==> config.mk <==
export PLATFORM = sky130hd
export DESIGN_NAME = win_sched_flat
export DESIGN_NICKNAME = d
export VERILOG_FILES = /design/src/rtl/win_sched_if.sv /design/src/rtl/win_sched.sv /design/src/flat_wrapper.sv
export SDC_FILE = /design/constraint.sdc
export NUM_CORES = 1
export LEC_CHECK = 0
export CORE_ASPECT_RATIO = 0.5
export CORE_MARGIN = 4
export CORE_UTILIZATION = 30
export CTS_CLUSTER_SIZE = 30
export DETAILED_ROUTE_END_ITERATION = 10
export PLACE_DENSITY = 0.54
export SLEW_MARGIN = 10
export SYNTH_ARGS = -nofsm -noshare
export SYNTH_HDL_FRONTEND = slang
export SYNTH_SLANG_ARGS = --single-unit
==> constraint.sdc <==
create_clock -name clk -period 12.75 [get_ports clk]
set_clock_uncertainty 0.15 [all_clocks]
set_input_delay 2.55 -clock clk [delete_from_list [all_inputs] [get_ports clk]]
set_output_delay 2.55 -clock clk [all_outputs]
set_load 0.03 [all_outputs]
==> src/rtl/win_sched_if.sv <==
// Bus bundle between the 3x3 window scheduler, the source image memory,
// the kernel and the result memory.
// Handshake: the kernel sees win_valid for exactly one cycle per window
// and answers later with a single-cycle k_done strobe carrying k_result;
// there is no back-pressure. wen, win_valid and done are single-cycle
// strobes. ready is a level that is sampled only while the scheduler is idle.
interface win_sched_if #(
  parameter int DIM_LOG2 = 7
);
  logic                  ready;
  logic                  busy;
  logic [2*DIM_LOG2-1:0] iaddr;
  logic [7:0]            idata;
  logic [71:0]           win_data;
  logic                  win_valid;
  logic                  k_done;
  logic [7:0]            k_result;
  logic [2*DIM_LOG2-1:0] addr;
  logic [7:0]            data_wr;
  logic                  wen;
  logic                  done;

  modport master (
    input  ready, idata, k_done, k_result,
    output busy, iaddr, win_data, win_valid, addr, data_wr, wen, done
  );

  modport slave (
    output ready, idata, k_done, k_result,
    input  busy, iaddr, win_data, win_valid, addr, data_wr, wen, done
  );
endinterface

==> src/rtl/win_sched.sv <==
// Raster-order 3x3 window scheduler: gathers each window tap by tap,
// hands it to a kernel, then writes the kernel result at the center address.
module win_sched #(
  parameter int         DIM_LOG2 = 7,
  parameter logic [7:0] PAD_VAL  = 8'd0
) (
  input  logic        clk,
  input  logic        reset,
  win_sched_if.master bus,
  output logic [2:0]  dbg_state
);

  typedef enum logic [2:0] {
    IDLE  = 3'd0,
    FETCH = 3'd1,
    ISSUE = 3'd2,
    WAIT  = 3'd3,
    WRITE = 3'd4,
    DONE  = 3'd5
  } state_t;

  localparam logic [DIM_LOG2-1:0] EDGE = '1;

  state_t              state_q, state_d;
  logic [DIM_LOG2-1:0] row_q, col_q;
  logic [DIM_LOG2-1:0] tap_row, tap_col;
  logic [3:0]          tap_q;
  logic [1:0]          ty, tx;
  logic                in_img;
  logic                last_px;
  logic [71:0]         win_q;
  logic [7:0]          res_q;

  // ty/tx are dy+1 and dx+1 for the tap currently being fetched
  always_comb begin
    ty = (tap_q >= 4'd6) ? 2'd2 : ((tap_q >= 4'd3) ? 2'd1 : 2'd0);
    tx = 2'(tap_q - 4'(ty) * 4'd3);
  end

  assign in_img  = !((ty == 2'd0 && row_q == '0) || (ty == 2'd2 && row_q == EDGE) ||
                     (tx == 2'd0 && col_q == '0) || (tx == 2'd2 && col_q == EDGE));
  assign tap_row = row_q + DIM_LOG2'(ty) - DIM_LOG2'(1);
  assign tap_col = col_q + DIM_LOG2'(tx) - DIM_LOG2'(1);
  assign last_px = (row_q == EDGE) && (col_q == EDGE);

  // Padded taps park iaddr on the center so the bus never leaves the image
  assign bus.iaddr     = (state_q == FETCH && in_img) ? {tap_row, tap_col} : {row_q, col_q};
  assign bus.addr      = {row_q, col_q};
  assign bus.data_wr   = res_q;
  assign bus.win_data  = win_q;
  assign bus.busy      = (state_q != IDLE);
  assign bus.win_valid = (state_q == ISSUE);
  assign bus.wen       = (state_q == WRITE);
  assign bus.done      = (state_q == DONE);
  assign dbg_state     = state_q;

  always_ff @(posedge clk or posedge reset) begin
    if (reset) state_q <= IDLE;
    else       state_q <= state_d;
  end

  always_comb begin
    state_d = state_q;
    case (state_q)
      IDLE:    if (bus.ready) state_d = FETCH;
      FETCH:   if (tap_q == 4'd8) state_d = ISSUE;
      ISSUE:   state_d = WAIT;
      WAIT:    if (bus.k_done) state_d = WRITE;
      WRITE:   state_d = last_px ? DONE : FETCH;
      DONE:    state_d = IDLE;
      default: state_d = IDLE;
    endcase
  end

  always_ff @(posedge clk or posedge reset) begin
    if (reset) begin
      row_q <= '0;
      col_q <= '0;
      tap_q <= 4'd0;
      win_q <= '0;
      res_q <= 8'd0;
    end else begin
      case (state_q)
        IDLE: begin
          if (bus.ready) begin
            row_q <= '0;
            col_q <= '0;
            tap_q <= 4'd0;
          end
        end
        FETCH: begin
          for (int k = 0; k < 9; k++) begin
            if (tap_q == 4'(k)) win_q[8*k +: 8] <= in_img ? bus.idata : PAD_VAL;
          end
          tap_q <= (tap_q == 4'd8) ? 4'd0 : tap_q + 4'd1;
        end
        WAIT: begin
          if (bus.k_done) res_q <= bus.k_result;
        end
        WRITE: begin
          tap_q <= 4'd0;
          if (!last_px) begin
            if (col_q == EDGE) begin
              col_q <= '0;
              row_q <= row_q + DIM_LOG2'(1);
            end else begin
              col_q <= col_q + DIM_LOG2'(1);
            end
          end
        end
        default: ;
      endcase
    end
  end

endmodule

==> src/flat_wrapper.sv <==
// flat-port wrapper written by rule: the top's interface ports become plain ports
module win_sched_flat 
#(
  parameter int         DIM_LOG2 = 7,
  parameter logic [7:0] PAD_VAL  = 8'd0
)
  (clk, reset, dbg_state, bus_ready, bus_idata, bus_k_done, bus_k_result, bus_busy, bus_iaddr, bus_win_data, bus_win_valid, bus_addr, bus_data_wr, bus_wen, bus_done);
  win_sched_if #(.DIM_LOG2(DIM_LOG2)) bus_i ();
  input  logic clk;
  input  logic reset;
  output logic [2:0] dbg_state;
  input wire logic [$bits(bus_i.ready)-1:0] bus_ready;
  input wire logic [$bits(bus_i.idata)-1:0] bus_idata;
  input wire logic [$bits(bus_i.k_done)-1:0] bus_k_done;
  input wire logic [$bits(bus_i.k_result)-1:0] bus_k_result;
  output wire logic [$bits(bus_i.busy)-1:0] bus_busy;
  output wire logic [$bits(bus_i.iaddr)-1:0] bus_iaddr;
  output wire logic [$bits(bus_i.win_data)-1:0] bus_win_data;
  output wire logic [$bits(bus_i.win_valid)-1:0] bus_win_valid;
  output wire logic [$bits(bus_i.addr)-1:0] bus_addr;
  output wire logic [$bits(bus_i.data_wr)-1:0] bus_data_wr;
  output wire logic [$bits(bus_i.wen)-1:0] bus_wen;
  output wire logic [$bits(bus_i.done)-1:0] bus_done;
  assign bus_i.ready = bus_ready;
  assign bus_i.idata = bus_idata;
  assign bus_i.k_done = bus_k_done;
  assign bus_i.k_result = bus_k_result;
  assign bus_busy = bus_i.busy;
  assign bus_iaddr = bus_i.iaddr;
  assign bus_win_data = bus_i.win_data;
  assign bus_win_valid = bus_i.win_valid;
  assign bus_addr = bus_i.addr;
  assign bus_data_wr = bus_i.data_wr;
  assign bus_wen = bus_i.wen;
  assign bus_done = bus_i.done;
  win_sched #(.DIM_LOG2(DIM_LOG2), .PAD_VAL(PAD_VAL)) u_core (.clk(clk), .reset(reset), .bus(bus_i), .dbg_state(dbg_state));
endmodule
==> results of run 1 <==
## layout make-up
class / count / share of cell area, %
clock buffers: 10 / 3.30
clock inverters: 6 / 0.848
inverters: 28 / 1.55
multi-input cells: 346 / 34.1
flip-flops and latches: 101 / 36.4
well taps: 227 / 4.10
repair buffers: 137 / 19.7
## worst min-delay path, delay by kind of cell, from the launching register on
| kind | cells | cell delay, ns |
|---|---|---|
| flops | 1 | 0.35 |
| simple gates | 1 | 0.04 |
| compound gates | 1 | 0.06 |
## per-layer routing
layer | vias up | routed length [um] | GRT usage (%)
li1 | 1931 | - | -
met1 | 1839 | 6520 | 19.9
met2 | 57 | 6510 | 23.8
met3 | 8 | 405 | 2.40
met4 | 0 | 102 | 2.96
met5 | - | 0 | 0
## final timing paths
| check | startpoint | depth (start not counted) | slack, ns | end |
|---|---|---|---|---|
| setup / recovery | u_core.tap_q[0] | 20 | 5.04 | bus_iaddr[6] |
| hold / removal | u_core.bus.win_data[49] | 2 | 0.33 | u_core.bus.win_data[49] |
| setup reg to reg | u_core.tap_q[0] | 14 | 9.09 | u_core.bus.win_data[28] |
| hold reg to reg | u_core.bus.win_data[49] | 2 | 0.33 | u_core.bus.win_data[49] |
| max in group asynchronous | reset | 3 | 8.77 | u_core.bus.win_data[37] |
| min in group asynchronous | reset | 2 | 2.41 | u_core.col_q[5] |
## cells in the final DEF (no fill, tap or decap), drive strengths merged, types with 3 or more instances in the layout
cell,instances
clkdlybuf4s50,134
dfrtp,101
nand2,91
o21ai,80
ha,34
inv,30
nor2,24
xnor2,19
nand3,13
mux2,12
clkbuf,10
mux2i,9
a21oi,8
nand4,7
nand2b,6
nor3,6
a31oi,4
xor2,4
o31ai,3
o21bai,3
buf,3
or3,3
clkinv,3
## power by group
part           leakage [nW]  switching, mW  total (mW)  internal, mW
clock                 0.136          0.127       0.263         0.136
sequential             1.21         0.0985       0.551         0.452
combinational          1.71          0.821        1.36         0.544
total                  3.06           1.05        2.18          1.13
## cells by family (layout without fill, tap and decap cells)
logic type / after synthesis / after routing / share of synthesized area, %
multiplexers: 21 / 21 / 4.56
flip-flops: 101 / 101 / 49.5
buffers and inverters: 45 / 181 / 4.17
AND/OR/NAND/NOR: 159 / 159 / 16.6
AO/OA/AOI/OAI: 107 / 107 / 11.7
adder cells (fa/ha/maj): 36 / 36 / 9.12
XOR/XNOR: 23 / 23 / 4.32
## through the flow
| stage | hold slack, ns | power, mW | util (%) | std cells | setup slack [ns] |
|---|---|---|---|---|---|
| 5_1_grt | 0.351 | 2.34 | 42.0 | 855 | 4.75 |
| 6_report | 0.329 | 2.18 | 42.0 | 855 | 5.04 |
| 3_3_place_gp | 0.314 | 1.94 | 40.3 | 839 | 5.59 |
| 2_1_floorplan | 0.421 | 1.46 | - | 492 | 6.03 |
| 4_1_cts | 0.338 | 2.21 | 42.0 | 855 | 5.01 |
| 3_5_place_dp | 0.320 | 1.94 | 40.3 | 839 | 5.41 |
## state kept, by name (all words and copies together) (netlist names)
name / flops
u_core.bus.win_data: 72
u_core.bus.data_wr: 8
u_core.col_q: 7
u_core.row_q: 7
u_core.tap_q: 4
u_core.dbg_state: 3
==> impl_metrics.json, run 1 <==
{
  "ioPinCount": 135,
  "vdd.ir_drop.worst_uv": 127,
  "period_needed_ns": 7.71,
  "clock_sinks": 101,
  "gr-usage-all-layers_pct": 14.3,
  "ys.flop_type": "dfrtp_1",
  "cts-hold-fix-buffers": 0,
  "power_density_mw_per_mm2": 314,
  "regArea_mm2": 0.00253,
  "fin_crit_sh_pct": 60.5,
  "setup_violations": 0,
  "clkLatencyLatePin_ns": 0.34,
  "drive_gt1_share_pct": 7.96,
  "critPathLaunchType": "register",
  "ys_ff_latch": 101,
  "cts-root-buf": "clkbuf_16",
  "status": "completed",
  "slowest_stage": "clkdlybuf4s50_1",
  "end_kind": "output pin",
  "antenna_found_initial": 0,
  "grt_max_degree": 72,
  "path_cells": "inv_1 -> ha_1 -> o21a_4 -> or3_1 -> inv_1 -> ha_1 -> inv_1 -> ha_1 -> nor2_1 -> xnor2_1 -> xnor2_4 -> nand2b_1 -> ha_1 -> a211o_1 -> a31oi_1 -> o21bai_1 -> xnor2_1 -> nand4_1 -> xnor2_1 -> clkdlybuf4s50_1",
  "yosysSeqAreaShare_pct": 49.5,
  "die_w_um": 192,
  "synth_edf_count": 0,
  "syn2layout_area_growth_pct": 36.0,
  "wl_per_cell_um": 15.8,
  "drtIter0Drc": 125,
  "fin_setup_tns_ns": 0,
  "wirelength_um": 13500,
  "rows": 33,
  "cp_top_family": "buffers and inverters",
  "finalHoldViolations": 0,
  "synthTopCellsByCount": "dfrtp_1, nand2_1, o21ai_0",
  "ys_types": 49,
  "final_nets": 679,
  "slowest_delay_ns": 0.69,
  "synth_fp_nets": 548,
  "tightest_slew_ns": 0.911,
  "nFillCells": 1639,
  "p_leak_nw": 3.06,
  "min_path_type": "reg2reg",
  "finalMaxSlewViolations": 0,
  "max_slew_margin_pct": 39.3,
  "first_global_vias": 3907,
  "required_ns": 10.05,
  "gp_congestion": 0.812,
  "path_buf_inv": 4,
  "first_pass_iters": 4,
  "cts_buffers": 9,
  "n_antenna_cell": 0,
  "cts_tree": "done",
  "path_class": "reg2out",
  "core_area_mm2": 0.0165,
  "h-tree-depth": 3,
  "synth_area_leaders": "dfrtp_1, ha_1, nand2_1",
  "path_clk_slew_ns": 0.08,
  "placed_area_mm2": 0.00665,
  "async_flop_share_pct": 100,
  "synthCells": 492,
  "synth.most_common_cell": "dfrtp_1",
  "drc_errors": 0,
  "final_antenna_net_count": 0,
  "maxCapViolations": 0,
  "cts_setup_buffers": 0,
  "avgSynthCellArea_um2": 10.4,
  "clock_path_buffers": 2,
  "die_h_um": 100,
  "yosys.area.top_type": "dfrtp_1",
  "viasPerCell": 4.49,
  "io_buffers": 134,
  "multiInputGateArea_mm2": 0.00236,
  "fmax_mhz": 130,
  "arrival_ns": 5.01,
  "netlist_area_mm2": 0.00510,
  "crit_path_frequent_cell": "ha_1",
  "post_cts_resized": 0,
  "rsz0062_at_grt": "false",
  "start_util_pct": 30.9,
  "dp_hpwl_um": 9920,
  "synth_top_area_share_pct": 49.5,
  "die_area_mm2": 0.0193,
  "cp_max_fo": 8,
  "fin_area_mm2": 0.00694,
  "yosys_warnings": 0,
  "grt_pass1_wl_um": 21600,
  "grt-ovfl-total": 0,
  "vias": 3835
}
No activity file was read; power rests on OpenSTA's default activity.
==> inputs of run 2 (changes only) <==
Settings changed: PLACE_DENSITY 0.54 to 0.56.
Clock period 12.75 ns to 7.08 ns, I/O delays scaled along.
==> run 2 against run 1 <==
Hold slack got worse by 0.0015 ns; non-clock buffer count is the same; routed wire length down 1.0%; critical path depth stayed put; first-iteration DRC count is 53% higher; global-route usage decreased by 0.12 points; clock power grew 80%; via count increased by 0.23%; sequential cell count unchanged; final cell count is the same; largest cell class unchanged; largest power group unchanged.
==> impl_metrics.json, run 2 (synthesis gave the netlist of run 1 again) <==
{
  "status": "completed",
  "ioPinCount": 135,
  "power_mw": 3.93,
  "stdcell_count": 855,
  "drc_errors": 0,
  "finalMaxSlewViolations": 0,
  "core_area_mm2": 0.0165,
  "dp_hpwl_um": 9950,
  "slowest_stage": "clkdlybuf4s50_1",
  "nFillCells": 1624,
  "fin_area_mm2": 0.00693,
  "gp_congestion": 0.810,
  "fmax_mhz": 155,
  "grt-ovfl-total": 0,
  "cts_setup_buffers": 0,
  "clock_path_buffers": 2,
  "rsz0062_at_grt": "false",
  "grt_pass1_wl_um": 21500,
  "power_density_mw_per_mm2": 567,
  "io_buffers": 134,
  "path_class": "reg2out",
  "max_slew_margin_pct": 40.2,
  "min_path_type": "reg2reg",
  "first_global_vias": 3847,
  "cts_buffers": 9,
  "die_area_mm2": 0.0193,
  "fin_setup_tns_ns": 0,
  "syn2layout_area_growth_pct": 35.9,
  "path_clk_slew_ns": 0.07,
  "post_cts_resized": 0,
  "wl_per_cell_um": 15.7,
  "viasPerCell": 4.50,
  "path_cells": "inv_1 -> ha_1 -> o21a_4 -> or3_1 -> inv_1 -> ha_1 -> inv_1 -> ha_1 -> nor2_1 -> xnor2_1 -> xnor2_4 -> nand2b_1 -> ha_1 -> a211o_1 -> a31oi_1 -> o21bai_1 -> xnor2_1 -> nand4_1 -> xnor2_1 -> clkdlybuf4s50_1",
  "antenna_found_initial": 0,
  "largest_register_ffs": 72,
  "vias": 3844,
  "vdd.ir_drop.worst_uv": 262,
  "maxCapViolations": 0,
  "final_antenna_net_count": 0,
  "cp_max_fo": 8,
  "path_buf_inv": 4,
  "setup_violations": 0,
  "rows": 33,
  "fin_crit_sh_pct": 91.3,
  "final_nets": 679,
  "wirelength_um": 13400,
  "period_needed_ns": 6.46,
  "first_pass_iters": 4,
  "cts-root-buf": "clkbuf_16",
  "clkLatencyLatePin_ns": 0.34,
  "gr-usage-all-layers_pct": 14.2,
  "critPathLaunchType": "register",
  "end_kind": "output pin",
  "required_ns": 5.51,
  "tightest_slew_ns": 0.897,
  "cts-hold-fix-buffers": 0,
  "cts_tree": "done",
  "finalHoldViolations": 0,
  "slowest_delay_ns": 0.68,
  "clock_sinks": 101,
  "n_antenna_cell": 0,
  "placed_area_mm2": 0.00665,
  "final_cell_mix": "clkdlybuf4s50_1, dfrtp_1, nand2_1",
  "drive_gt1_share_pct": 7.96,
  "fin_ws_ns": 0.615,
  "multiInputGateArea_mm2": 0.00236,
  "cp_top_family": "buffers and inverters",
  "layout_commonest_cell": "clkdlybuf4s50_1",
  "crit_path_frequent_cell": "ha_1",
  "arrival_ns": 4.90,
  "start_util_pct": 30.9,
  "drtIter0Drc": 191,
  "die_h_um": 100,
  "regArea_mm2": 0.00253,
  "dp_slack_ns": 0.943,
  "die_w_um": 192,
  "dp.cells": 839,
  "grt_max_degree": 71,
  "p_leak_nw": 3.06,
  "h-tree-depth": 3
}
==> run 2: cell types whose count changed in the layout (fill, tap and decap cells not counted) <==
cell	before	now
clkinv_8	1	0
inv_8	0	1
==> run 2: power breakdown <==
| part | switching (mW) | internal, mW |
|---|---|---|
| Clock | 0.227 | 0.245 |
| Combinational | 1.48 | 0.980 |
| Sequential | 0.178 | 0.814 |
==> run 2: worst paths after layout <==
path,cells after the start,slack (ns),from,to
max in group asynchronous,3,4.26,reset,u_core.tap_q[3]
setup / recovery,20,0.62,u_core.tap_q[0],bus_iaddr[6]
hold reg to reg,2,0.33,u_core.bus.win_data[34],u_core.bus.win_data[34]
setup reg to reg,14,3.52,u_core.tap_q[0],u_core.bus.win_data[4]
hold / removal,2,0.33,u_core.bus.win_data[34],u_core.bus.win_data[34]
min in group asynchronous,2,1.27,reset,u_core.bus.win_data[1]
==> run 2: layer usage <==
layer	track usage, %	vias up	routed length (um)
li1	-	1932	-
met1	20.0	1839	6580
met2	23.3	63	6310
met3	2.57	10	401
met4	2.79	0	102
met5	0	-	0
==> run 2: layout make-up <==
class	count	share of cell area (%)
tap	227	4.10
inverter	28	1.55
clock buffer	10	3.30
multi-input combinational	346	34.1
sequential	101	36.5
clock inverter	6	0.776
timing repair buffer	137	19.7
==> run 2: stage by stage <==
stage | utilization, % | hold WS [ns]
after floorplan | - | 0.421
after global placement | 40.3 | 0.312
after detailed placement | 40.3 | 0.321
after CTS | 42.0 | 0.338
after global routing | 42.0 | 0.357
final | 42.0 | 0.328
==> run 2: worst register-to-register path: stages (launching register included) <==
cell and delay, ns:
dfrtp_1 0.48, inv_1 0.10, ha_1 0.25, o21a_4 0.23, or3_1 0.37, inv_1 0.07, ha_1 0.23, inv_1 0.06
ha_1 0.13, nor2_1 0.05, xnor2_1 0.33, xnor2_4 0.17, mux2_4 0.38, nand3_4 0.24, o21ai_0 0.23
